===== src/rtl/u712_ram_sched_if.sv =====
// Request/grant and SDRAM command bundle between the U712 chip RAM scheduler
// and its neighbours (request decode on one side, cycle sequencer on the other).
interface u712_ram_sched_if;
  logic       dma_req;
  logic       cpu_req;
  logic       cycle_done;
  logic       dma_gnt;
  logic       cpu_gnt;
  logic [1:0] cmd;
  logic       init_done;
  logic       ref_busy;
  logic       ref_err;

  modport master (
    input  dma_req, cpu_req, cycle_done,
    output dma_gnt, cpu_gnt, cmd, init_done, ref_busy, ref_err
  );

  modport slave (
    output dma_req, cpu_req, cycle_done,
    input  dma_gnt, cpu_gnt, cmd, init_done, ref_busy, ref_err
  );
endinterface


===== src/rtl/u712_ram_sched.sv =====
// Chip RAM scheduler: SDRAM power-up init, periodic auto-refresh bookkeeping,
// and fixed-priority arbitration of the single command path between DMA and CPU.
module u712_ram_sched #(
  parameter int INIT_WAIT    = 16000,
  parameter int REF_INTERVAL = 624,
  parameter int T_RP         = 2,
  parameter int T_RC         = 6,
  parameter int T_MRD        = 2
) (
  input  logic CLK80,
  input  logic RESET,
  u712_ram_sched_if.master bus
);

  localparam int DW = $clog2(INIT_WAIT + 1);
  localparam int RW = $clog2(REF_INTERVAL + 1);

  localparam logic [1:0] C_NOP = 2'b00;
  localparam logic [1:0] C_PRE = 2'b01;
  localparam logic [1:0] C_REF = 2'b10;
  localparam logic [1:0] C_LMR = 2'b11;

  typedef enum logic [3:0] {
    S_WAIT, S_I_PRE, S_I_REF1, S_I_REF2, S_I_MRS,
    S_IDLE, S_DMA, S_CPU, S_REFRESH
  } state_t;

  state_t        state, state_nx;
  logic [DW-1:0] dly, dly_nx;
  logic [RW-1:0] rtmr;
  logic [1:0]    pend;
  logic [1:0]    cmd_nx;
  logic          rf_enter;
  logic          tick;
  logic          dma_gnt, cpu_gnt, init_done, ref_busy, ref_err;
  logic [1:0]    cmd;

  assign tick = init_done && (rtmr == RW'(REF_INTERVAL - 1));

  always_comb begin
    state_nx = state;
    dly_nx   = (dly == '0) ? '0 : dly - 1'b1;
    cmd_nx   = C_NOP;
    rf_enter = 1'b0;
    case (state)
      S_WAIT:   if (dly == '0) begin
                  state_nx = S_I_PRE;  cmd_nx = C_PRE; dly_nx = DW'(T_RP - 1);
                end
      S_I_PRE:  if (dly == '0) begin
                  state_nx = S_I_REF1; cmd_nx = C_REF; dly_nx = DW'(T_RC - 1);
                end
      S_I_REF1: if (dly == '0) begin
                  state_nx = S_I_REF2; cmd_nx = C_REF; dly_nx = DW'(T_RC - 1);
                end
      S_I_REF2: if (dly == '0) begin
                  state_nx = S_I_MRS;  cmd_nx = C_LMR; dly_nx = DW'(T_MRD - 1);
                end
      S_I_MRS:  if (dly == '0) state_nx = S_IDLE;
      // A backlog of two refreshes outranks DMA; a single one only outranks CPU.
      S_IDLE: begin
        if (pend >= 2'd2 || (!bus.dma_req && pend != 2'd0)) begin
          state_nx = S_REFRESH; cmd_nx = C_REF; dly_nx = DW'(T_RC - 1);
          rf_enter = 1'b1;
        end else if (bus.dma_req) begin
          state_nx = S_DMA;
        end else if (bus.cpu_req) begin
          state_nx = S_CPU;
        end
      end
      S_DMA, S_CPU: if (bus.cycle_done) state_nx = S_IDLE;
      S_REFRESH:    if (dly == '0) state_nx = S_IDLE;
      default:      state_nx = S_WAIT;
    endcase
  end

  always_ff @(posedge CLK80 or posedge RESET) begin
    if (RESET) begin
      state     <= S_WAIT;
      dly       <= DW'(INIT_WAIT - 1);
      cmd       <= C_NOP;
      dma_gnt   <= 1'b0;
      cpu_gnt   <= 1'b0;
      ref_busy  <= 1'b0;
      init_done <= 1'b0;
    end else begin
      state     <= state_nx;
      dly       <= dly_nx;
      cmd       <= cmd_nx;
      dma_gnt   <= (state_nx == S_DMA);
      cpu_gnt   <= (state_nx == S_CPU);
      ref_busy  <= (state_nx == S_REFRESH);
      init_done <= init_done | (state_nx == S_IDLE);
    end
  end

  always_ff @(posedge CLK80 or posedge RESET) begin
    if (RESET) begin
      rtmr    <= '0;
      pend    <= 2'd0;
      ref_err <= 1'b0;
    end else begin
      if (init_done) rtmr <= tick ? '0 : rtmr + 1'b1;
      // A tick coinciding with a refresh entry cancels out and cannot overflow.
      case ({tick, rf_enter})
        2'b10: if (pend == 2'd3) ref_err <= 1'b1;
               else              pend    <= pend + 2'd1;
        2'b01: pend <= pend - 2'd1;
        default: ;
      endcase
    end
  end

  assign bus.dma_gnt   = dma_gnt;
  assign bus.cpu_gnt   = cpu_gnt;
  assign bus.cmd       = cmd;
  assign bus.init_done = init_done;
  assign bus.ref_busy  = ref_busy;
  assign bus.ref_err   = ref_err;

endmodule


===== src/flat_wrapper.sv =====
// flat-port wrapper written by rule: the top's interface ports become plain ports
module u712_ram_sched_flat 
#(
  parameter int INIT_WAIT    = 16000,
  parameter int REF_INTERVAL = 624,
  parameter int T_RP         = 2,
  parameter int T_RC         = 6,
  parameter int T_MRD        = 2
)
  (CLK80, RESET, bus_dma_req, bus_cpu_req, bus_cycle_done, bus_dma_gnt, bus_cpu_gnt, bus_cmd, bus_init_done, bus_ref_busy, bus_ref_err);
  u712_ram_sched_if bus_i ();
  input  logic CLK80;
  input  logic RESET;
  input wire logic [$bits(bus_i.dma_req)-1:0] bus_dma_req;
  input wire logic [$bits(bus_i.cpu_req)-1:0] bus_cpu_req;
  input wire logic [$bits(bus_i.cycle_done)-1:0] bus_cycle_done;
  output wire logic [$bits(bus_i.dma_gnt)-1:0] bus_dma_gnt;
  output wire logic [$bits(bus_i.cpu_gnt)-1:0] bus_cpu_gnt;
  output wire logic [$bits(bus_i.cmd)-1:0] bus_cmd;
  output wire logic [$bits(bus_i.init_done)-1:0] bus_init_done;
  output wire logic [$bits(bus_i.ref_busy)-1:0] bus_ref_busy;
  output wire logic [$bits(bus_i.ref_err)-1:0] bus_ref_err;
  assign bus_i.dma_req = bus_dma_req;
  assign bus_i.cpu_req = bus_cpu_req;
  assign bus_i.cycle_done = bus_cycle_done;
  assign bus_dma_gnt = bus_i.dma_gnt;
  assign bus_cpu_gnt = bus_i.cpu_gnt;
  assign bus_cmd = bus_i.cmd;
  assign bus_init_done = bus_i.init_done;
  assign bus_ref_busy = bus_i.ref_busy;
  assign bus_ref_err = bus_i.ref_err;
  u712_ram_sched #(.INIT_WAIT(INIT_WAIT), .REF_INTERVAL(REF_INTERVAL), .T_RP(T_RP), .T_RC(T_RC), .T_MRD(T_MRD)) u_core (.CLK80(CLK80), .RESET(RESET), .bus(bus_i));
endmodule

===== config.mk =====
export PLATFORM = sky130hd
export DESIGN_NAME = u712_ram_sched_flat
export DESIGN_NICKNAME = d
export VERILOG_FILES = /design/src/rtl/u712_ram_sched_if.sv /design/src/rtl/u712_ram_sched.sv /design/src/flat_wrapper.sv
export SDC_FILE = /design/constraint.sdc
export NUM_CORES = 1
export LEC_CHECK = 0
export CAP_MARGIN = 5
export CORE_MARGIN = 2
export CORE_UTILIZATION = 25
export CTS_CLUSTER_SIZE = 14
export DETAILED_ROUTE_END_ITERATION = 10
export HOLD_SLACK_MARGIN = 0.08
export PLACE_DENSITY = 0.48
export SYNTH_ARGS = -nofsm -noshare
export SYNTH_HDL_FRONTEND = slang
export SYNTH_SLANG_ARGS = --single-unit

===== constraint.sdc =====
create_clock -name CLK80 -period 2.7 [get_ports CLK80]
set_input_delay 0.27 -clock CLK80 [delete_from_list [all_inputs] [get_ports CLK80]]
set_output_delay 0.27 -clock CLK80 [all_outputs]
set_load 0.1 [all_outputs]

==> impl_metrics.env, run 1 <==
export IMPL_yosys_warnings=0
export IMPL_setup_viol=0
export IMPL_multiInputGateArea_um2=807
export IMPL_drive_gt1_share_pct=16.8
export IMPL_cpPeakStageDelay_ns=0.45
export IMPL_die_area_um2=7930
export IMPL_postSynthAreaPerCell_um2=9.72
export IMPL_cp_max_fo=7
export IMPL_rsz0062_at_grt="no"
export IMPL_synth_seq_area_share_pct=52.0
export IMPL_hold_path_class="input port to asynchronous set/reset pin"
export IMPL_row_count=31
export IMPL_arrival_ns=2.43
export IMPL_clock_skew_ns=0.00499
export IMPL_first_pass_iters=4
export IMPL_fp_dieW_um=89.0
export IMPL_total_power_uw=940
export IMPL_final_cell_area_um2=2100
export IMPL_coreArea_um2=7140
export IMPL_synth_area_um2=1810
export IMPL_synth_seq_cells=37
export IMPL_drv_cap=0
export IMPL_yosys_area_top_type="dfrtp_1"
export IMPL_dpl_instance_area_um2=2020
export IMPL_io_pins=12
export IMPL_gp_congestion=0.792
export IMPL_status="finished clean"
export IMPL_yosysTopAreaCellShare_pct=34.6
export IMPL_post_cts_resized=0
export IMPL_cts_max_path_buffers=2
export IMPL_synthFlopType="dfrtp_1"
export IMPL_wl_per_cell_um=11.3
export IMPL_placed_cells=293
export IMPL_path_class="flip-flop to flip-flop"
export IMPL_cp_top_family="simple AND/OR/NAND/NOR gates"
export IMPL_grt_pass1_wl_um=6110
export IMPL_hold_viol_final=0
export IMPL_die_y_um=89.0
export IMPL_root_buffer="clkbuf_8"
export IMPL_min_period_ns=2.21
export IMPL_reg2reg_slack_ns=0.49
export IMPL_cts_sinks=37
export IMPL_yosys_top_cells_count="nor2_1 (27), dfrtp_1 (25), a21oi_1 (13), nand2_1 (13)"
export IMPL_post_cts_buffers=0
export IMPL_yosysMostFrequentCell="nor2_1"
export IMPL_crit_path_top_delay_cell="or3_1"
export IMPL_async_reset_ff_share_pct=100
export IMPL_cts_hold_fix_buffers=0
export IMPL_via_per_inst=4.53
export IMPL_area_growth_pct=16.3
export IMPL_cp_num_buf_inv=1
export IMPL_first_iter_violations=42
export IMPL_drc_errors=0
export IMPL_seqCellArea_um2=941
export IMPL_grt_use_total_pct=9.94
export IMPL_cp_start_kind="flip-flop"
export IMPL_start_util_pct=25.3
export IMPL_relSlewSlack_pct=66.7
export IMPL_ys_types=40
export IMPL_grt_pass1_vias=1317
export IMPL_min_period_over_period_pct=81.7
export IMPL_cts_tree="built"
export IMPL_fin_ws_ns=0.493
export IMPL_drv_slew=0
export IMPL_powerDensity_nw_per_um2=447
export IMPL_grt_max_degree=38
export IMPL_syn_nets=193
export IMPL_fillers=781
export IMPL_tns_ns=0
export IMPL_worstPathRequired_ns=2.92
export IMPL_antenna_found_initial=0
export IMPL_fmax_ghz=0.453
export IMPL_crit_chain="inv_1 > ha_1 > nor4b_1 > nand4b_1 > or3_1 > nand3_1 > a41o_1"
export IMPL_antenna_cells=0
export IMPL_dpl_hpwl_um=2390
export IMPL_htree_levels=2
export IMPL_clkLatencyLatePin_ns=0.28
export IMPL_clk_pin_slew_worst_paths_ns=0.07
export IMPL_portBuffers=11
export IMPL_worst_slew_pin_transition_ns=0.499
export IMPL_grt_overflow=0
export IMPL_netlist_instances=186
export IMPL_peakVddDrop_v=0.000240
export IMPL_cp_end_kind="flip-flop"
export IMPL_pre_cts_ws_ns=0.510
export IMPL_synth_edf_count=0
export IMPL_num_nets_final=208
export IMPL_drtAntennaViolNets=0
export IMPL_synth_area_leaders="dfrtp_1 (35%), dfstp_2 (17%), nor2_1 (5.6%)"
export IMPL_routed_wl_um=3390
export IMPL_leakagePower_nw=0.858
export IMPL_cts_buffers=5
export IMPL_fin_cells=301
export IMPL_vias=1364
==> worst reg2reg max path, stage by stage (launching register included) <==
cell	delay, ns
dfstp_2	0.39
inv_1	0.05
ha_1	0.18
nor4b_1	0.42
nand4b_1	0.35
or3_1	0.45
nand3_1	0.13
a41o_1	0.16
==> kinds of logic after synthesis <==
kind of cell	Yosys count	synth area share, %
fa+ha+maj	2	1.38
simple gates	77	22.8
buf+inv	16	3.32
flops	37	52.0
compound gates	36	11.7
xor+xnor	17	8.24
mux	1	0.554
==> placed cells by master (no fill, tap or decap), drive strengths merged, types with 2 or more instances in the layout <==
master / n
a21oi: 13
a31oi: 2
a41o: 2
buf: 9
clkbuf: 6
clkdlybuf4s50: 4
clkinv: 2
dfrtp: 25
dfstp: 12
ha: 2
inv: 11
nand2: 13
nand3: 3
nand4: 5
nor2: 27
nor2b: 3
nor3: 6
nor4: 6
o21ai: 12
o22ai: 2
or3: 2
or4: 3
xnor2: 9
xor2: 8
==> path summary, 6_finish.rpt <==
kind	start	endpoint	cells after the start
min reg2reg	u_core.bus.ref_err$_DFFE_PP0P_	u_core.bus.ref_err$_DFFE_PP0P_	1
min	RESET	u_core.dly[7]$_DFF_PP0_	3
max	u_core.dly[0]$_DFF_PP1_	u_core.bus.init_done$_DFF_PP0_	7
max in group asynchronous	RESET	u_core.dly[12]$_DFF_PP1_	3
max reg2reg	u_core.dly[0]$_DFF_PP1_	u_core.bus.init_done$_DFF_PP0_	7
min in group CLK80	u_core.bus.ref_err$_DFFE_PP0P_	u_core.bus.ref_err$_DFFE_PP0P_	1
==> flip-flops by register name (all words and copies together), names as in the netlist <==
register	count
u_core.pend	2
u_core.bus.init_done	1
u_core.bus.cmd	2
u_core.rtmr	10
u_core.bus.ref_err	1
u_core.bus.cpu_gnt	1
u_core.bus.ref_busy	1
u_core.state	4
u_core.bus.dma_gnt	1
u_core.dly	14
==> report_power, final <==
part,switching (mW),total [mW],internal [mW]
Sequential,0,0.555,0.555
Combinational,0.0122,0.0186,0.00641
Clock,0.188,0.366,0.179
Total,0.200,0.940,0.740
==> metal layers <==
layer	wire, um	vias up	track usage (%)
met5	0	-	0
met4	51	0	4.07
met3	127	5	2.68
met2	1580	23	16.0
met1	1630	652	12.7
li1	-	684	-
==> stage by stage <==
step	utilization (%)	hold WS, ns
6_report	29.5	0.400
5_1_grt	29.5	0.443
4_1_cts	29.5	0.414
3_5_place_dp	28.3	0.472
3_3_place_gp	28.3	0.494
2_1_floorplan	-	0.441
==> cell type report <==
class	count	share of cell area, %
multi-input cells	133	38.4
well taps	99	5.89
repair buffers	13	5.12
inverters	11	1.96
flip-flops and latches	37	44.7
clock buffers	6	3.45
clock inverters	2	0.476
Power figures use the tool's default switching activity.
==> inputs of run 2 (changes only) <==
clock period = 2.15 ns   (was 2.7 ns; I/O delays follow)
==> impl_metrics.env, run 2 (synthesis gave the netlist of run 1 again) <==
export IMPL_status="finished clean"
export IMPL_worstPathRequired_ns=2.37
export IMPL_multiInputGateArea_um2=813
export IMPL_drive_gt1_share_pct=20.6
export IMPL_start_util_pct=25.3
export IMPL_pre_cts_ws_ns=0.0464
export IMPL_rsz0062_at_grt="no"
export IMPL_fillers=781
export IMPL_first_iter_violations=105
export IMPL_vias=1379
export IMPL_area_growth_pct=19.7
export IMPL_wl_per_cell_um=11.9
export IMPL_gp_congestion=0.717
export IMPL_routed_wl_um=3660
export IMPL_grt_use_total_pct=10.7
export IMPL_fin_ws_ns=0.212
export IMPL_leakagePower_nw=0.893
export IMPL_io_pins=12
export IMPL_antenna_cells=0
export IMPL_num_nets_final=215
export IMPL_crit_chain="inv_1 > ha_1 > nor4b_2 > nand4b_1 > or3_1 > nand3_1 > a41o_1"
export IMPL_final_cell_mix="nor2_1 (27), dfrtp_1 (24), buf_4 (16), nand2_1 (13), a21oi_1 (13)"
export IMPL_cts_sinks=37
export IMPL_grt_overflow=0
export IMPL_htree_levels=2
export IMPL_crit_path_top_delay_cell="or3_1"
export IMPL_antenna_found_initial=0
export IMPL_worst_slew_pin_transition_ns=0.486
export IMPL_reg2reg_slack_ns=0.21
export IMPL_first_pass_iters=6
export IMPL_tns_ns=0
export IMPL_switching_share_pct=21.9
export IMPL_p_sw_uw=261
export IMPL_powerDensity_nw_per_um2=550
export IMPL_root_buffer="clkbuf_8"
export IMPL_relSlewSlack_pct=67.2
export IMPL_cpPeakStageDelay_ns=0.43
export IMPL_rr_worst_depth=7
export IMPL_coreArea_um2=7140
export IMPL_fp_dieW_um=89.0
export IMPL_drtAntennaViolNets=0
export IMPL_grt_pass1_wl_um=6500
export IMPL_p_clk_share_pct=39.5
export IMPL_p_int_uw=930
export IMPL_arrival_ns=2.16
export IMPL_drv_cap=0
export IMPL_grt_max_degree=38
export IMPL_setup_viol=0
export IMPL_clock_skew_ns=0.00792
export IMPL_cts_tree="built"
export IMPL_peakVddDrop_v=0.000202
export IMPL_cp_end_kind="flip-flop"
export IMPL_largest_reg_flops=14
export IMPL_post_cts_buffers=0
export IMPL_min_period_over_period_pct=90.1
export IMPL_cp_max_fo=5
export IMPL_regMostFlops="u_core.dly"
export IMPL_row_count=31
export IMPL_hold_viol_final=0
export IMPL_via_per_inst=4.48
export IMPL_seq_power_share_pct=58.5
export IMPL_hold_path_class="input port to asynchronous set/reset pin"
export IMPL_clk_pin_slew_worst_paths_ns=0.08
export IMPL_clkLatencyLatePin_ns=0.29
export IMPL_grt_pass1_vias=1405
export IMPL_layout_commonest_cell="nor2_1"
export IMPL_cts_max_path_buffers=2
export IMPL_portBuffers=11
export IMPL_top_regs="u_core.dly x14, u_core.rtmr x10, u_core.state x4"
export IMPL_fmax_ghz=0.516
export IMPL_r2r_end="u_core.bus.init_done$_DFF_PP0_"
export IMPL_worstReg2RegStart="u_core.dly[0]$_DFF_PP1_"
export IMPL_seqCellArea_um2=942
export IMPL_die_area_um2=7930
export IMPL_power_frac_comb_pct=2.0
export IMPL_path_class="flip-flop to flip-flop"
export IMPL_dpl_hpwl_um=2550
export IMPL_drc_errors=0
export IMPL_cp_start_kind="flip-flop"
export IMPL_min_period_ns=1.94
export IMPL_die_y_um=89.0
export IMPL_drv_slew=0
export IMPL_cts_buffers=5
export IMPL_total_power_mw=1.19
## run 2: cell count changes in the layout (fill, tap and decap cells not counted), sizes merged
| cell | before | now |
|---|---|---|
| buf | 9 | 16 |
## run 2: metal layers
metal	wire length [um]	GRT usage (%)
met4	26	4.07
met1	1780	13.3
met5	0	0
met2	1740	17.4
met3	118	3.23
## run 2: power groups by stage
stage,logic [mW],clock network [mW],registers (mW)
5_1_grt,0.0277,0.529,0.696
2_1_floorplan,0.0108,0,0.709
3_5_place_dp,0.0255,0,0.709
3_3_place_gp,0.0254,0,0.709
4_1_cts,0.0255,0.496,0.697
6_report,0.0236,0.470,0.697
## run 2: per-stage QoR
stage / util, % / std cells / hold WS [ns] / cell area [um^2]
after floorplan: - / 186 / 0.386 / 1810
after global placement: 29.1 / 300 / 0.479 / 2070
after detailed placement: 29.1 / 300 / 0.470 / 2070
after CTS: 30.2 / 308 / 0.360 / 2160
after global routing: 30.3 / 308 / 0.387 / 2160
final: 30.3 / 308 / 0.345 / 2160
## run 2: worst max-delay path by stage
stage | from | to | slack [ns] | depth (start not counted)
2_1_floorplan | u_core.dly[0]$_DFF_PP1_ | u_core.bus.init_done$_DFF_PP0_ | 0.23 | 7
3_3_place_gp | u_core.dly[0]$_DFF_PP1_ | u_core.bus.init_done$_DFF_PP0_ | 0.13 | 7
4_1_cts | u_core.dly[0]$_DFF_PP1_ | u_core.bus.init_done$_DFF_PP0_ | 0.04 | 7
3_5_place_dp | u_core.dly[0]$_DFF_PP1_ | u_core.bus.init_done$_DFF_PP0_ | 0.05 | 7
5_1_grt | u_core.dly[0]$_DFF_PP1_ | u_core.bus.init_done$_DFF_PP0_ | 0.05 | 7
6_report | u_core.dly[0]$_DFF_PP1_ | u_core.bus.init_done$_DFF_PP0_ | 0.21 | 7
## run 2: repair_timing
action	4_1_cts	5_1_grt
endpoints found under the setup margin	0	2
hold buffers	0	0
gates resized for setup	0	1
## run 2: area by class of cell
cell class / count / share of cell area, %
Sequential cell: 37 / 43.6
Multi-Input combinational cell: 133 / 37.6
Timing Repair Buffer: 20 / 7.40
Tap cell: 99 / 5.73
Clock buffer: 6 / 3.35
Inverter: 11 / 1.91
Clock inverter: 2 / 0.463
## run 2: worst max-delay path, delay by kind of cell (launching register included)
family / cells / cell delay (ns)
adder cells (fa/ha/maj): 1 / 0.18
AND/OR/NAND/NOR: 4 / 1.09
buffers and inverters: 1 / 0.05
flip-flops: 1 / 0.38
AO/OA/AOI/OAI: 1 / 0.16
==> inputs of run 3 (changes only) <==
ABC_AREA = 1   (was unset)
==> impl_metrics.env, run 3 <==
export IMPL_crit_chain="inv_1 > ha_1 > nand2_4 > nor2_8 > nand2_4 > nand2_1 > nand2_1 > nand3_4 > nand3_2 > nand2_2"
export IMPL_die_y_um=95.0
export IMPL_final_cell_mix="nand2_1 (43), nor2_1 (40), dfrtp_1 (25), inv_1 (21), nand3_1 (20)"
export IMPL_row_count=33
export IMPL_post_cts_buffers=0
export IMPL_switching_share_pct=34.0
export IMPL_via_per_inst=4.30
export IMPL_leakagePower_nw=1.18
export IMPL_cp_end_kind="flip-flop"
export IMPL_power_frac_comb_pct=28.7
export IMPL_yosysMostFrequentCell="nand2_1"
export IMPL_cp_max_fo=9
export IMPL_yosys_top_cells_count="nand2_1 (43), nor2_1 (40), dfrtp_1 (25)"
export IMPL_powerDensity_nw_per_um2=953
export IMPL_cpPeakStageDelay_ns=0.52
export IMPL_synth_area_um2=2070
export IMPL_cts_sinks=37
export IMPL_drtAntennaViolNets=0
export IMPL_die_area_um2=9030
export IMPL_grt_use_total_pct=11.0
export IMPL_p_clk_share_pct=25.9
export IMPL_drive_gt1_share_pct=22.6
export IMPL_hold_viol_final=0
export IMPL_arrival_ns=1.85
export IMPL_cp_start_kind="flip-flop"
export IMPL_first_pass_iters=4
export IMPL_yosys_warnings=0
export IMPL_io_pins=12
export IMPL_status="finished clean"
export IMPL_clkLatencyLatePin_ns=0.29
export IMPL_top_regs="u_core.dly x14, u_core.rtmr x10, u_core.state x4"
export IMPL_drc_errors=0
export IMPL_relSlewSlack_pct=68.0
export IMPL_yosys_area_top_type="dfrtp_1"
export IMPL_first_iter_violations=50
export IMPL_reg2reg_slack_ns=0.48
export IMPL_drv_slew=0
export IMPL_cts_tree="built"
export IMPL_netlist_instances=245
export IMPL_seq_power_share_pct=45.4
export IMPL_worst_slew_pin_transition_ns=0.479
export IMPL_ys_types=35
export IMPL_dpl_hpwl_um=3120
export IMPL_coreArea_um2=8130
export IMPL_root_buffer="clkbuf_8"
export IMPL_synth_seq_cells=37
export IMPL_crit_path_top_delay_cell="dfstp_2"
export IMPL_async_reset_ff_share_pct=100
export IMPL_fp_dieW_um=95.0
export IMPL_htree_levels=2
export IMPL_grt_pass1_vias=1744
export IMPL_tns_ns=0
export IMPL_worstPathRequired_ns=2.33
export IMPL_syn_nets=252
export IMPL_clock_skew_ns=0.0127
export IMPL_area_growth_pct=16.7
export IMPL_p_sw_uw=783
export IMPL_path_class="flip-flop to flip-flop"
export IMPL_grt_overflow=0
export IMPL_cts_max_path_buffers=2
export IMPL_antenna_cells=0
export IMPL_portBuffers=11
export IMPL_min_period_over_period_pct=77.5
export IMPL_num_nets_final=271
export IMPL_grt_max_degree=38
export IMPL_drv_cap=0
export IMPL_antenna_found_initial=0
export IMPL_synthFlopType="dfrtp_1"
export IMPL_synth_seq_area_share_pct=45.4
export IMPL_routed_wl_um=4130
export IMPL_cts_hold_fix_buffers=0
export IMPL_min_period_ns=1.67
export IMPL_postSynthAreaPerCell_um2=8.46
export IMPL_fin_ws_ns=0.483
export IMPL_fmax_ghz=0.600
export IMPL_start_util_pct=25.5
export IMPL_cp_num_buf_inv=1
export IMPL_synth_edf_count=0
export IMPL_hold_path_class="input port to asynchronous set/reset pin"
export IMPL_cp_top_family="simple AND/OR/NAND/NOR gates"
export IMPL_post_cts_resized=0
export IMPL_vias=1592
export IMPL_peakVddDrop_v=0.000299
export IMPL_largest_reg_flops=14
export IMPL_yosysTopAreaCellShare_pct=30.2
export IMPL_wl_per_cell_um=11.2
export IMPL_synth_area_leaders="dfrtp_1 (30%), dfstp_2 (15%), nand2_1 (7.8%)"
export IMPL_pre_cts_ws_ns=0.477
export IMPL_rsz0062_at_grt="no"
export IMPL_p_int_mw=1.52
export IMPL_regMostFlops="u_core.dly"
export IMPL_grt_pass1_wl_um=7880
export IMPL_clk_pin_slew_worst_paths_ns=0.08
export IMPL_setup_viol=0
export IMPL_cts_buffers=5
export IMPL_layout_commonest_cell="nand2_1"
export IMPL_gp_congestion=0.818
## run 3: cell count changes after synthesis, sizes merged, moves of 3 or more
cell and change:
nand2 +38, nor2 +22, nand3 +20, inv +17
a21oi -8, xnor2 -6, clkbuf -4, nor2b -3
nor4 -3, o21ai -3, or4 -3
## run 3: tightest hold or removal path, cell delays in order
cell             delay (ns)
clkdlybuf4s50_1        0.40
inv_1                  0.05
buf_4                  0.40
## run 3: through the flow
stage	hold WS, ns	util, %	area, um^2	cells	total power [mW]
3_3_place_gp	0.476	28.4	2310	362	1.72
3_5_place_dp	0.473	28.4	2310	362	1.73
4_1_cts	0.365	29.7	2420	370	2.35
2_1_floorplan	0.386	-	2070	245	1.59
6_report	0.347	29.7	2420	370	2.30
5_1_grt	0.426	29.7	2420	370	2.50
## run 3: layout make-up
cell class	count	area [um^2]
Timing Repair Buffer	14	115
Tap cell	105	131
Sequential cell	37	941
Fill cell	873	5720
Clock buffer	6	72.6
Multi-Input combinational cell	178	1010
Inverter	28	105
Clock inverter	2	38.8
## run 3: logic make-up (layout without fill, tap and decap cells)
family	Yosys count	in the layout	synth area share [%]
flip-flops	37	37	45.4
adder cells (fa/ha/maj)	2	2	1.21
buffers and inverters	30	50	5.62
AO/OA/AOI/OAI	21	21	5.80
XOR/XNOR	13	13	5.50
AND/OR/NAND/NOR	142	142	36.5
## run 3: path summary, 6_finish.rpt
check	startpoint	endpoint	depth (start not counted)
max in group asynchronous	RESET	u_core.dly[10]$_DFF_PP1_	3
setup / recovery	u_core.dly[0]$_DFF_PP1_	u_core.bus.init_done$_DFF_PP0_	10
min in group CLK80	u_core.bus.ref_err$_DFFE_PP0P_	u_core.bus.ref_err$_DFFE_PP0P_	1
setup reg to reg	u_core.dly[0]$_DFF_PP1_	u_core.bus.init_done$_DFF_PP0_	10
hold / removal	RESET	u_core.bus.cpu_gnt$_DFF_PP0_	3
hold reg to reg	u_core.bus.ref_err$_DFFE_PP0P_	u_core.bus.ref_err$_DFFE_PP0P_	1
## run 3: metal layers
metal / part of all wire, % / up-vias / GRT usage (%)
met4: 0.87 / 0 / 3.14
li1: - / 830 / -
met2: 46 / 20 / 18.5
met1: 50 / 737 / 14.2
met3: 2.9 / 5 / 2.69
met5: 0 / - / 0
## run 3: power groups by stage
stage | clock, mW | combinational (mW) | sequential (mW)
after detailed placement | 0 | 0.674 | 1.06
after global routing | 0.654 | 0.779 | 1.07
final | 0.597 | 0.660 | 1.05
after floorplan | 0 | 0.568 | 1.03
after global placement | 0 | 0.663 | 1.06
after CTS | 0.626 | 0.675 | 1.05
